==> config.mk <==
export PLATFORM = sky130hd
export DESIGN_NAME = lcd_timing_gen
export DESIGN_NICKNAME = d
export VERILOG_FILES = /design/src/rtl/lcd_timing_pkg.sv /design/src/rtl/lcd_hv_counter.sv /design/src/rtl/lcd_timing_gen.sv
export SDC_FILE = /design/constraint.sdc
export NUM_CORES = 1
export LEC_CHECK = 0
export CAP_MARGIN = 20
export CORE_MARGIN = 5
export CORE_UTILIZATION = 35
export DETAILED_ROUTE_END_ITERATION = 16
export MAX_ROUTING_LAYER = met4
export SETUP_SLACK_MARGIN = 0.2
export SYNTH_ARGS = -nofsm -noshare
export SYNTH_HDL_FRONTEND = slang
export SYNTH_SLANG_ARGS = --single-unit
==> constraint.sdc <==
create_clock -name clk -period 2.1 [get_ports clk]
set_input_delay 0.21 -clock clk [delete_from_list [all_inputs] [get_ports clk]]
set_output_delay 0.21 -clock clk [all_outputs]
set_load 0.01 [all_outputs]
==> src/rtl/lcd_timing_pkg.sv <==
// Shared timing constants, RGB565 colours and total-count helpers for the LCD timing generator.
// Consumed by lcd_timing_gen (optional colour bars under LCD_COLORBAR_EN) and lcd_hv_counter.
package lcd_timing_pkg;

  function automatic int unsigned line_total(input int unsigned sync, input int unsigned back,
                                             input int unsigned disp, input int unsigned front);
    return sync + back + disp + front;
  endfunction

  // 800x480 TFT at 33.3 MHz
  localparam int unsigned LCD800_H_SYNC  = 128;
  localparam int unsigned LCD800_H_BACK  = 88;
  localparam int unsigned LCD800_H_DISP  = 800;
  localparam int unsigned LCD800_H_FRONT = 40;
  localparam int unsigned LCD800_V_SYNC  = 2;
  localparam int unsigned LCD800_V_BACK  = 33;
  localparam int unsigned LCD800_V_DISP  = 480;
  localparam int unsigned LCD800_V_FRONT = 10;
  localparam int unsigned LCD800_H_TOTAL =
    line_total(LCD800_H_SYNC, LCD800_H_BACK, LCD800_H_DISP, LCD800_H_FRONT);
  localparam int unsigned LCD800_V_TOTAL =
    line_total(LCD800_V_SYNC, LCD800_V_BACK, LCD800_V_DISP, LCD800_V_FRONT);

  // 480x272 TFT at 9 MHz
  localparam int unsigned LCD480_H_SYNC  = 41;
  localparam int unsigned LCD480_H_BACK  = 2;
  localparam int unsigned LCD480_H_DISP  = 480;
  localparam int unsigned LCD480_H_FRONT = 2;
  localparam int unsigned LCD480_V_SYNC  = 10;
  localparam int unsigned LCD480_V_BACK  = 2;
  localparam int unsigned LCD480_V_DISP  = 272;
  localparam int unsigned LCD480_V_FRONT = 2;
  localparam int unsigned LCD480_H_TOTAL =
    line_total(LCD480_H_SYNC, LCD480_H_BACK, LCD480_H_DISP, LCD480_H_FRONT);
  localparam int unsigned LCD480_V_TOTAL =
    line_total(LCD480_V_SYNC, LCD480_V_BACK, LCD480_V_DISP, LCD480_V_FRONT);

  localparam logic [15:0] RGB_WHITE   = 16'hFFFF;
  localparam logic [15:0] RGB_YELLOW  = 16'hFFE0;
  localparam logic [15:0] RGB_CYAN    = 16'h07FF;
  localparam logic [15:0] RGB_GREEN   = 16'h07E0;
  localparam logic [15:0] RGB_MAGENTA = 16'hF81F;
  localparam logic [15:0] RGB_RED     = 16'hF800;
  localparam logic [15:0] RGB_BLUE    = 16'h001F;
  localparam logic [15:0] RGB_BLACK   = 16'h0000;

  function automatic logic [15:0] bar_color(input logic [2:0] idx);
    case (idx)
      3'd0:    return RGB_WHITE;
      3'd1:    return RGB_YELLOW;
      3'd2:    return RGB_CYAN;
      3'd3:    return RGB_GREEN;
      3'd4:    return RGB_MAGENTA;
      3'd5:    return RGB_RED;
      3'd6:    return RGB_BLUE;
      default: return RGB_BLACK;
    endcase
  endfunction

endpackage

==> src/rtl/lcd_hv_counter.sv <==
// Free-running horizontal/vertical position counter; h wraps at H_TOTAL, v steps on each h wrap
// and wraps at V_TOTAL.
module lcd_hv_counter
  import lcd_timing_pkg::*;
#(
  parameter int unsigned H_TOTAL = LCD800_H_TOTAL,
  parameter int unsigned V_TOTAL = LCD800_V_TOTAL,
  localparam int unsigned HW = $clog2(H_TOTAL),
  localparam int unsigned VW = $clog2(V_TOTAL)
)
(
  input  logic          clk,
  input  logic          rst_n,
  output logic [HW-1:0] h_cnt,
  output logic [VW-1:0] v_cnt
);

  localparam logic [HW-1:0] H_LAST = HW'(H_TOTAL - 1);
  localparam logic [VW-1:0] V_LAST = VW'(V_TOTAL - 1);

  always_ff @(posedge clk or negedge rst_n) begin
    if (!rst_n) begin
      h_cnt <= '0;
      v_cnt <= '0;
    end else if (h_cnt == H_LAST) begin
      h_cnt <= '0;
      v_cnt <= (v_cnt == V_LAST) ? '0 : v_cnt + VW'(1);
    end else begin
      h_cnt <= h_cnt + HW'(1);
    end
  end

endmodule

==> src/rtl/lcd_timing_gen.sv <==
// RGB panel timing generator: centres the camera image in the active area and requests one FIFO
// pixel per image position. Optional colour-bar test pattern under macro LCD_COLORBAR_EN.
module lcd_timing_gen
  import lcd_timing_pkg::*;
#(
  parameter int unsigned H_SYNC  = LCD800_H_SYNC,
  parameter int unsigned H_BACK  = LCD800_H_BACK,
  parameter int unsigned H_DISP  = LCD800_H_DISP,
  parameter int unsigned H_FRONT = LCD800_H_FRONT,
  parameter int unsigned V_SYNC  = LCD800_V_SYNC,
  parameter int unsigned V_BACK  = LCD800_V_BACK,
  parameter int unsigned V_DISP  = LCD800_V_DISP,
  parameter int unsigned V_FRONT = LCD800_V_FRONT,
  parameter int unsigned IMG_W   = 640,
  parameter int unsigned IMG_H   = 480
)
(
  input  logic        clk,
  input  logic        rst_n,
  input  logic [15:0] cmos_data,
`ifdef LCD_COLORBAR_EN
  input  logic        colorbar_en,
`endif
  output logic        data_req,
  output logic        lcd_hs,
  output logic        lcd_vs,
  output logic        lcd_de,
  output logic [15:0] lcd_rgb,
  output logic        frame_start
);

  localparam int unsigned H_TOTAL = line_total(H_SYNC, H_BACK, H_DISP, H_FRONT);
  localparam int unsigned V_TOTAL = line_total(V_SYNC, V_BACK, V_DISP, V_FRONT);
  localparam int unsigned HW      = $clog2(H_TOTAL);
  localparam int unsigned VW      = $clog2(V_TOTAL);
  localparam int unsigned H_ACT   = H_SYNC + H_BACK;
  localparam int unsigned V_ACT   = V_SYNC + V_BACK;
  localparam int unsigned X0      = (H_DISP - IMG_W) / 2;
  localparam int unsigned Y0      = (V_DISP - IMG_H) / 2;

  logic [HW-1:0] h_cnt;
  logic [VW-1:0] v_cnt;
  logic [31:0]   hx, vx;
  logic          hs_n, vs_n, de, img, img_q;

  lcd_hv_counter #(.H_TOTAL(H_TOTAL), .V_TOTAL(V_TOTAL)) u_hv_counter (
    .clk   (clk),
    .rst_n (rst_n),
    .h_cnt (h_cnt),
    .v_cnt (v_cnt)
  );

  // Compare in 32 bits so window bounds equal to the total never overflow the counter width.
  assign hx   = 32'(h_cnt);
  assign vx   = 32'(v_cnt);
  assign hs_n = (hx >= H_SYNC);
  assign vs_n = (vx >= V_SYNC);
  assign de   = (hx >= H_ACT) && (hx < H_ACT + H_DISP) &&
                (vx >= V_ACT) && (vx < V_ACT + V_DISP);
  assign img  = (hx >= H_ACT + X0) && (hx < H_ACT + X0 + IMG_W) &&
                (vx >= V_ACT + Y0) && (vx < V_ACT + Y0 + IMG_H);

  assign data_req = img & rst_n;

  always_ff @(posedge clk or negedge rst_n) begin
    if (!rst_n) begin
      lcd_hs      <= 1'b1;
      lcd_vs      <= 1'b1;
      lcd_de      <= 1'b0;
      img_q       <= 1'b0;
      frame_start <= 1'b0;
    end else begin
      lcd_hs      <= hs_n;
      lcd_vs      <= vs_n;
      lcd_de      <= de;
      img_q       <= img;
      frame_start <= (h_cnt == '0) && (v_cnt == '0);
    end
  end

`ifdef LCD_COLORBAR_EN
  localparam int unsigned BAR_W = H_DISP / 8;

  logic [31:0] bar_idx;
  logic [2:0]  bar, bar_q;

  // Positions outside the active area wrap to large indices and clamp to the last bar;
  // they are masked by lcd_de anyway.
  always_comb begin
    bar_idx = (hx - H_ACT) / BAR_W;
    bar     = (bar_idx > 32'd7) ? 3'd7 : bar_idx[2:0];
  end

  always_ff @(posedge clk or negedge rst_n) begin
    if (!rst_n) bar_q <= 3'd0;
    else        bar_q <= bar;
  end

  always_comb begin
    lcd_rgb = img_q ? cmos_data : RGB_BLACK;
    if (colorbar_en) lcd_rgb = lcd_de ? bar_color(bar_q) : RGB_BLACK;
  end
`else
  assign lcd_rgb = img_q ? cmos_data : RGB_BLACK;
`endif

endmodule
==> results of run 1 <==
## worst max path at each step
| stage | start | to | slack [ns] |
|---|---|---|---|
| 2_1_floorplan | u_hv_counter.v_cnt[1] | data_req | 0.39 |
| 4_1_cts | u_hv_counter.v_cnt[6] | data_req | 0.14 |
| 6_report | u_hv_counter.v_cnt[6] | data_req | 0.12 |
| 5_1_grt | u_hv_counter.v_cnt[7] | data_req | 0.05 |
| 3_3_place_gp | u_hv_counter.v_cnt[0] | data_req | -0.12 |
| 3_5_place_dp | u_hv_counter.v_cnt[0] | data_req | -0.15 |
## registers in the layout, indices dropped and copies added, names as in the netlist
| signal | flops |
|---|---|
| lcd_hs | 1 |
| img_q | 1 |
| lcd_de | 1 |
| u_hv_counter.h_cnt | 11 |
| lcd_vs | 1 |
| u_hv_counter.v_cnt | 10 |
| frame_start | 1 |
## stage by stage
stage / hold WS [ns] / TNS [ns] / power (mW) / util (%) / instances
detailed placement: 0.4871 / -0.1542 / 0.5528 / 49.05 / 243
global route: 0.4391 / 0 / 0.9968 / 53.08 / 251
finish: 0.3949 / 0 / 0.9611 / 53.08 / 251
global placement: 0.4721 / -0.1167 / 0.5523 / 49.05 / 243
CTS: 0.3967 / 0 / 0.9770 / 51.80 / 250
floorplan: -0.08559 / 0 / 0.5103 / - / 146
## placed cells by master, fill, tap and decap left out, drive strengths merged, types with 5 or more instances in the layout
master,count
a21oi,6
and2,18
and3,8
buf,19
clkdlybuf4s50,37
dfrtp,24
ha,5
nand2,9
nand4,8
nor2,7
nor3,5
o21ai,6
xnor2,7
## kinds of logic (layout without fill, tap and decap cells)
kind of cell             count (synthesis)  count (layout)  synth area share, %
AND/OR/NAND/NOR                         77              77                32.96
flip-flops                              26              26                45.27
AO/OA/AOI/OAI                           17              17                6.939
multiplexers                             1               1               0.7805
XOR/XNOR                                11              11                6.678
buffers and inverters                    9              64                3.035
adder cells (fa/ha/maj)                  5               5                4.337
## power groups by stage
stage	Clock, mW	Sequential [mW]	Combinational [mW]
floorplan	0	0.510	0.0000164
global placement	0	0.510	0.0421
detailed placement	0	0.510	0.0426
CTS	0.434	0.500	0.0429
global route	0.450	0.501	0.0462
finish	0.419	0.500	0.0419
## layout make-up
| type | instances | share of cell area, % |
|---|---|---|
| clock buffers | 3 | 1.945 |
| clock inverters | 1 | 1.414 |
| inverters | 4 | 0.7071 |
| multi-input cells | 111 | 38.01 |
| flip-flops and latches | 26 | 30.76 |
| well taps | 50 | 2.946 |
| repair buffers | 56 | 24.22 |
## metal layers
layer  up-vias  part of all wire (%)
li1        625                     -
met1       603                    43
met2        46                    47
met3         4                   9.5
met4         0                  0.94
met5         -                     0
## repair_timing
item	in CTS	in global routing
pin swaps	4	4
resized for setup	9	9
setup buffers	3	1
gates cloned	0	0
endpoints found under the setup margin	1	8
==> summary.md, run 1 <==
| Metric | Value |
|---|---|
| Total number of cells along the worst setup path | 6 |
| Worst Clk Skew | 0.006989 ns |
| Worst path bufs/invs | 2 |
| Maximum number of buffers from clock root to sink | 2 |
| Number of global-route vias before repair | 1270 |
| Critical path data arrival time | 1.77 ns |
| Number of input and output port buffers inserted | 38 |
| Final routed DRC violation total | 0 |
| Initial standard-cell utilization of the core | 36.07% |
| Die outline height | 74.20 um |
| Setup slack after layout | 0.1241 ns |
| Number of failing setup endpoints in the final timing report | 0 |
| Tcrit/Tclk final | 94.09% |
| Global routing usage on met1 | 16.26% |
| Comb pwr share | 4.4% |
| DR vias/cell | 5.092 |
| Power Internal | 0.7838 mW |
| Std-Cell Core Area | 0.004000 mm^2 |
| Area overhead of the layout relative to synthesis | 47.18% |
| First-pass GRT wire length | 5.720 mm |
| Proportion of total power due to net switching | 18.45% |
| Biggest cell delay along the critical path | 0.40 ns |
| Sequential element share of the synthesized area | 45.27% |
| Flop-to-flop setup slack | 0.29 ns |
| Number of antenna violations at the first check in global routing | 0 |
| Startpoint of the lowest-slack register-to-register path | u_hv_counter.v_cnt[0] |
| TritonCTS clock tree | built |
| Setup CP Type | reg2out |
| Critical path endpoint category | output port |
| Clock network fraction of design power | 43.6% |
| Global-route met2 utilization | 22.83% |
| Worst voltage drop across the vdd grid | 239.2 uV |
| Largest net degree at the start of global routing | 27 |
| Async S/R FF share, synth | 100.0% |
| Worst setup slack before clock tree synthesis | -0.1542 ns |
| Die Area | 0.005506 mm^2 |
| Top-Level Pins | 39 |
| Synth area leader | sky130_fd_sc_hd__dfrtp_1 |
| Clock-pin slew on the worst setup and hold paths | 0.10 ns |
| CTS Root Buffer Type | sky130_fd_sc_hd__clkbuf_8 |
| Synthesized net count | 169 |
| Worst reg2reg path depth | 8 |
| Hold bufs inserted after CTS | 0 |
| Drt initial violations | 33 |
| Crit-path cells | buf_4 -> or3_4 -> or2b_1 -> a31oi_2 -> and4_1 -> buf_2 |
| Number of buffers inserted during clock tree synthesis | 3 |
| Minimum clock period after layout | 1.976 ns |
| Post-route ant nets | 0 |
| Max-capacitance violation count | 0 |
| Die width | 74.20 um |
| Std-Cell Rows | 23 |
| Worst rel slew slack | 77.17% |
| Share of layout cells above drive strength 1 | 19.90% |
| Sum of routed wire length over all layers | 3.511 mm |
| Max Transition Viols Final | 0 |
| Dominant cell by count in the synthesized netlist | sky130_fd_sc_hd__dfrtp_1 |
| Power density over the cells | 452.7 mW/mm^2 |
| Sinks on the clock net | 26 |
| Fraction of post-synthesis cell area in the top cell type by area | 41.63% |
| Number of antenna diodes | 0 |
| Cell count after synthesis | 146 |
| Hold violation count in the final report | 0 |
| Run status | finished, final reports clean |
| Max Clk Rate | 0.5061 GHz |
| Nature of the critical path startpoint | register |
| Busiest layer in global routing | met2 |
| Detailed-placement wirelength estimate | 2.513 mm |
| Detailed-route wire length per cell | 13.99 um |
| Mapped cell area | 0.001443 mm^2 |
| Area occupied by multi-input gates | 807.0 um^2 |
| Area after detailed placement | 0.001962 mm^2 |
| CTS H-Tree Depth | 1 |
| DRT Pass-1 Iters | 4 |
| Critical path's slowest cell | sky130_fd_sc_hd__dfrtp_1 |
| Most instantiated flip-flop cell in the synthesis netlist | sky130_fd_sc_hd__dfrtp_1 |
| Met3 Track Usage GR | 3.108% |
| Sequential cell area in the final layout | 653.1 um^2 |
| Number of vias after detailed routing | 1278 |
| Synth top area cells | sky130_fd_sc_hd__dfrtp_1 42%, sky130_fd_sc_hd__and2_1 7.8%, sky130_fd_sc_hd__ha_1 4.3% |
| Final estimated routing congestion in global placement | 0.8048 |
| EDFF count, synth | 0 |
| Static Leakage | 0.9676 nW |
| Largest fanout of any net on the critical path | 4 |
| Finished layout cell area | 0.002123 mm^2 |
| Worst-skew pair later-pin latency | 0.27 ns |
| Warnings from Yosys | 0 |
| Global route total overflow | 0 |
| Setup repair after global routing missed its margin | yes |
| Filler instances | 350 |
| Transition at the pin with the smallest max-transition slack | 0.3424 ns |
| Synthesized area per cell | 9.881 um^2 |
| Worst Hold Class | in2async |
| Required time at the worst-slack endpoint | 1.89 ns |
| Nets | 225 |
| Number of flip-flops and latches in the synthesized netlist | 26 |
| Most frequent cells after synthesis | 24 x sky130_fd_sc_hd__dfrtp_1, 18 x sky130_fd_sc_hd__and2_1, 9 x sky130_fd_sc_hd__nand2_1 |
| Share of power burned in registers | 52.1% |
| Cell family contributing the most delay on the critical path | simple AND/OR/NAND/NOR gates |
| R2R Path End | u_hv_counter.v_cnt[4] |
| Cell variety after synth | 36 |
| Total global-route track usage | 13.61% |
| Net switching component of the power | 0.1773 mW |
(Power assumes the default switching activity.)
==> inputs of run 2 (changes only) <==
--- a/config.mk
+++ b/config.mk
@@ -10,6 +10,7 @@
 export CORE_UTILIZATION = 35
 export DETAILED_ROUTE_END_ITERATION = 16
 export MAX_ROUTING_LAYER = met4
+export REMOVE_ABC_BUFFERS = 1
 export SETUP_SLACK_MARGIN = 0.2
 export SYNTH_ARGS = -nofsm -noshare
 export SYNTH_HDL_FRONTEND = slang
==> summary.md, run 2 (same netlist as run 1, synthesis figures left out) <==
| Metric | Value |
|---|---|
| Run status | finished, final reports clean (unchanged) |
| Maximum number of buffers from clock root to sink | 2 (unchanged) |
| Minimum clock period after layout | 1.954 ns (was 1.976 ns) |
| R2R Path End | u_hv_counter.v_cnt[4] (unchanged) |
| Number of antenna diodes | 0 (unchanged) |
| Std-Cell Rows | 23 (unchanged) |
| Final estimated routing congestion in global placement | 0.8672 (was 0.8048) |
| Most common library cell in the layout ignoring fill and taps | sky130_fd_sc_hd__clkdlybuf4s50_1 (unchanged) |
| Detailed-route wire length per cell | 15.26 um (was 13.99 um) |
| Sum of routed wire length over all layers | 3.861 mm (was 3.511 mm) |
| Number of global-route vias before repair | 1331 (was 1270) |
| Worst voltage drop across the vdd grid | 263.6 uV (was 239.2 uV) |
| Cell family contributing the most delay on the critical path | simple AND/OR/NAND/NOR gates (unchanged) |
| Critical path's slowest cell | sky130_fd_sc_hd__dfrtp_1 (unchanged) |
| Start point of the critical path | u_hv_counter.v_cnt[7] (was u_hv_counter.v_cnt[6]) |
| Worst reg2reg path depth | 7 (was 8) |
| Critical path data arrival time | 1.74 ns (was 1.77 ns) |
| First-pass GRT wire length | 6.375 mm (was 5.720 mm) |
| Worst-skew pair later-pin latency | 0.27 ns (about the same) |
| Non-Filler Instances | 253 (was 251) |
| Max Clk Rate | 0.5117 GHz (was 0.5061 GHz) |
| Filler instances | 374 (was 350) |
| Number of flip-flops under the largest register name | 11 (unchanged) |
| Hold violation count in the final report | 0 (unchanged) |
| Drt initial violations | 27 (was 33) |
| Number of failing setup endpoints in the final timing report | 0 (unchanged) |
| Setup CP Type | reg2out (unchanged) |
| Total global-route track usage | 15.68% (was 13.61%) |
| Total number of cells along the worst setup path | 6 (unchanged) |
| Final routed DRC violation total | 0 (unchanged) |
| Die width | 74.20 um (unchanged) |
| Share of layout cells above drive strength 1 | 19.21% (was 19.90%) |
| Register with the most flip-flops | u_hv_counter.h_cnt (unchanged) |
| CTS H-Tree Depth | 1 (unchanged) |
| Std-Cell Core Area | 0.004000 mm^2 (unchanged) |
| Setup repair after global routing missed its margin | yes (unchanged) |
| Total power of the final layout | 0.8662 mW (was 0.9611 mW) |
| Post-route ant nets | 0 (unchanged) |
| Startpoint of the lowest-slack register-to-register path | u_hv_counter.v_cnt[7] (was u_hv_counter.v_cnt[0]) |
| Critical path endpoint category | output port (unchanged) |
| Tcrit/Tclk final | 93.06% (was 94.09%) |
| Clock-pin slew on the worst setup and hold paths | 0.09 ns (was 0.10 ns) |
| Detailed-placement wirelength estimate | 2.800 mm (was 2.513 mm) |
| Top Registers | u_hv_counter.h_cnt (11), u_hv_counter.v_cnt (10) (unchanged) |
| Nature of the critical path startpoint | register (unchanged) |
| Flop-to-flop setup slack | 0.20 ns (was 0.29 ns) |
| Number of buffers inserted during clock tree synthesis | 3 (unchanged) |
| Max Transition Viols Final | 0 (unchanged) |
| DR vias/cell | 5.178 (was 5.092) |
| CP Capture Point | data_req (unchanged) |
| Die outline height | 74.20 um (unchanged) |
| Die Area | 0.005506 mm^2 (unchanged) |
| Sinks on the clock net | 26 (unchanged) |
| Initial standard-cell utilization of the core | 36.07% (unchanged) |
| Power density over the cells | 410.3 mW/mm^2 (was 452.7 mW/mm^2) |
| DRT Pass-1 Iters | 4 (unchanged) |
| TritonCTS clock tree | built (unchanged) |
| Largest net degree at the start of global routing | 27 (unchanged) |
| Area overhead of the layout relative to synthesis | 46.31% (was 47.18%) |
| Biggest cell delay along the critical path | 0.42 ns (was 0.40 ns) |
| Largest fanout of any net on the critical path | 2 (was 4) |
| Number of antenna violations at the first check in global routing | 0 (unchanged) |
| Max-capacitance violation count | 0 (unchanged) |
| Static Leakage | 0.9716 nW (was 0.9676 nW) |
| Global route total overflow | 0 (unchanged) |
| Worst path bufs/invs | 2 (unchanged) |
| Number of input and output port buffers inserted | 38 (unchanged) |
| Crit-path cells | buf_6 -> or3_4 -> or2b_1 -> a31oi_2 -> and4_1 -> buf_2 (was buf_4 -> or3_4 -> or2b_1 -> a31oi_2 -> and4_1 -> buf_2) |
| CTS Root Buffer Type | sky130_fd_sc_hd__clkbuf_8 (unchanged) |
| Top-Level Pins | 39 (unchanged) |
| Worst Hold Class | in2async (unchanged) |
| Worst rel slew slack | 77.60% (was 77.17%) |
| Number of cells in the design after placement | 243 (unchanged) |
| Nets | 227 (was 225) |
| Hold bufs inserted after CTS | 0 (unchanged) |
| Required time at the worst-slack endpoint | 1.89 ns (about the same) |
| Most used cells in the layout excluding fill and tap cells | 37 x sky130_fd_sc_hd__clkdlybuf4s50_1, 24 x sky130_fd_sc_hd__dfrtp_1, 18 x sky130_fd_sc_hd__and2_1, 18 x sky130_fd_sc_hd__buf_4, 9 x sky130_fd_sc_hd__nand2_1 (was 37 x sky130_fd_sc_hd__clkdlybuf4s50_1, 24 x sky130_fd_sc_hd__dfrtp_1, 18 x sky130_fd_sc_hd__and2_1) |
| Transition at the pin with the smallest max-transition slack | 0.3335 ns (was 0.3424 ns) |
| Number of vias after detailed routing | 1310 (was 1278) |
| Worst Clk Skew | 0.001618 ns (was 0.006989 ns) |
[run 2: changes by cell type in the layout (fill, tap and decap cells not counted), sizes merged]
cell	previous run	this run
clkbuf	3	4
buf	19	21
bufinv	1	0
[run 2: timing repair]
| action | 4_1_cts | 5_1_grt |
|---|---|---|
| endpoints found under the setup margin | 1 | 6 |
| resized for setup | 11 | 4 |
| setup buffers | 4 | 2 |
| gates cloned | 0 | 0 |
| pin swaps | 4 | 3 |
[run 2: area by class of cell]
| class | count | area [um^2] | share of cell area, % |
|---|---|---|---|
| Multi-Input combinational cell | 111 | 792.0 | 37.52 |
| Tap cell | 50 | 62.56 | 2.964 |
| Timing Repair Buffer | 58 | 533.0 | 25.25 |
| Clock buffer | 4 | 55.05 | 2.608 |
| Inverter | 4 | 15.01 | 0.7113 |
| Sequential cell | 26 | 653.1 | 30.94 |
[run 2: metal layers]
| layer | vias up | track usage, % | share of wire, % |
|---|---|---|---|
| li1 | 627 | - | - |
| met5 | - | - | 0 |
| met3 | 6 | 2.973 | 7.7 |
| met4 | 0 | 4.829 | 1.2 |
| met2 | 50 | 28.64 | 50 |
| met1 | 627 | 17.04 | 41 |
[run 2: where the power goes]
part / internal [mW] / switching [mW]
Sequential: 0.500 / 0
Combinational: 0.0284 / 0.0144
Clock: 0.168 / 0.155
Total: 0.696 / 0.170
[run 2: worst min-delay path by stage]
stage                           from               endpoint  slack, ns  cells after the start
2_1_floorplan                  rst_n            frame_start      -0.09                      0
3_3_place_gp   u_hv_counter.h_cnt[0]  u_hv_counter.h_cnt[0]       0.47                      1
3_5_place_dp   u_hv_counter.h_cnt[0]  u_hv_counter.h_cnt[0]       0.49                      1
4_1_cts                        rst_n            frame_start       0.40                      2
5_1_grt                        rst_n  u_hv_counter.h_cnt[8]       0.43                      2
6_report                       rst_n  u_hv_counter.h_cnt[8]       0.40                      2
[run 2: worst register-to-register path: stages, from the launching register on]
cell and delay (ns):
sky130_fd_sc_hd__dfrtp_1 0.42, sky130_fd_sc_hd__buf_6 0.13, sky130_fd_sc_hd__or3_4 0.38, sky130_fd_sc_hd__buf_6 0.13, sky130_fd_sc_hd__nor4_4 0.28, sky130_fd_sc_hd__buf_4 0.18, sky130_fd_sc_hd__nor2_2 0.03, sky130_fd_sc_hd__mux2_2 0.24
[run 2: through the flow]
stage                     util [%]  hold WS [ns]  setup TNS, ns  setup WS (ns)  cell area [um^2]
final                        52.77        0.3982              0         0.1457              2111
after global routing         52.77        0.4284              0        0.05205              2111
after CTS                    52.05        0.4043              0         0.1647              2082
after detailed placement     49.05        0.4877        -0.1514        -0.1514              1962
after global placement       49.05        0.4750        -0.1236        -0.1236              1962
after floorplan                  -      -0.08559              0         0.3745              1414
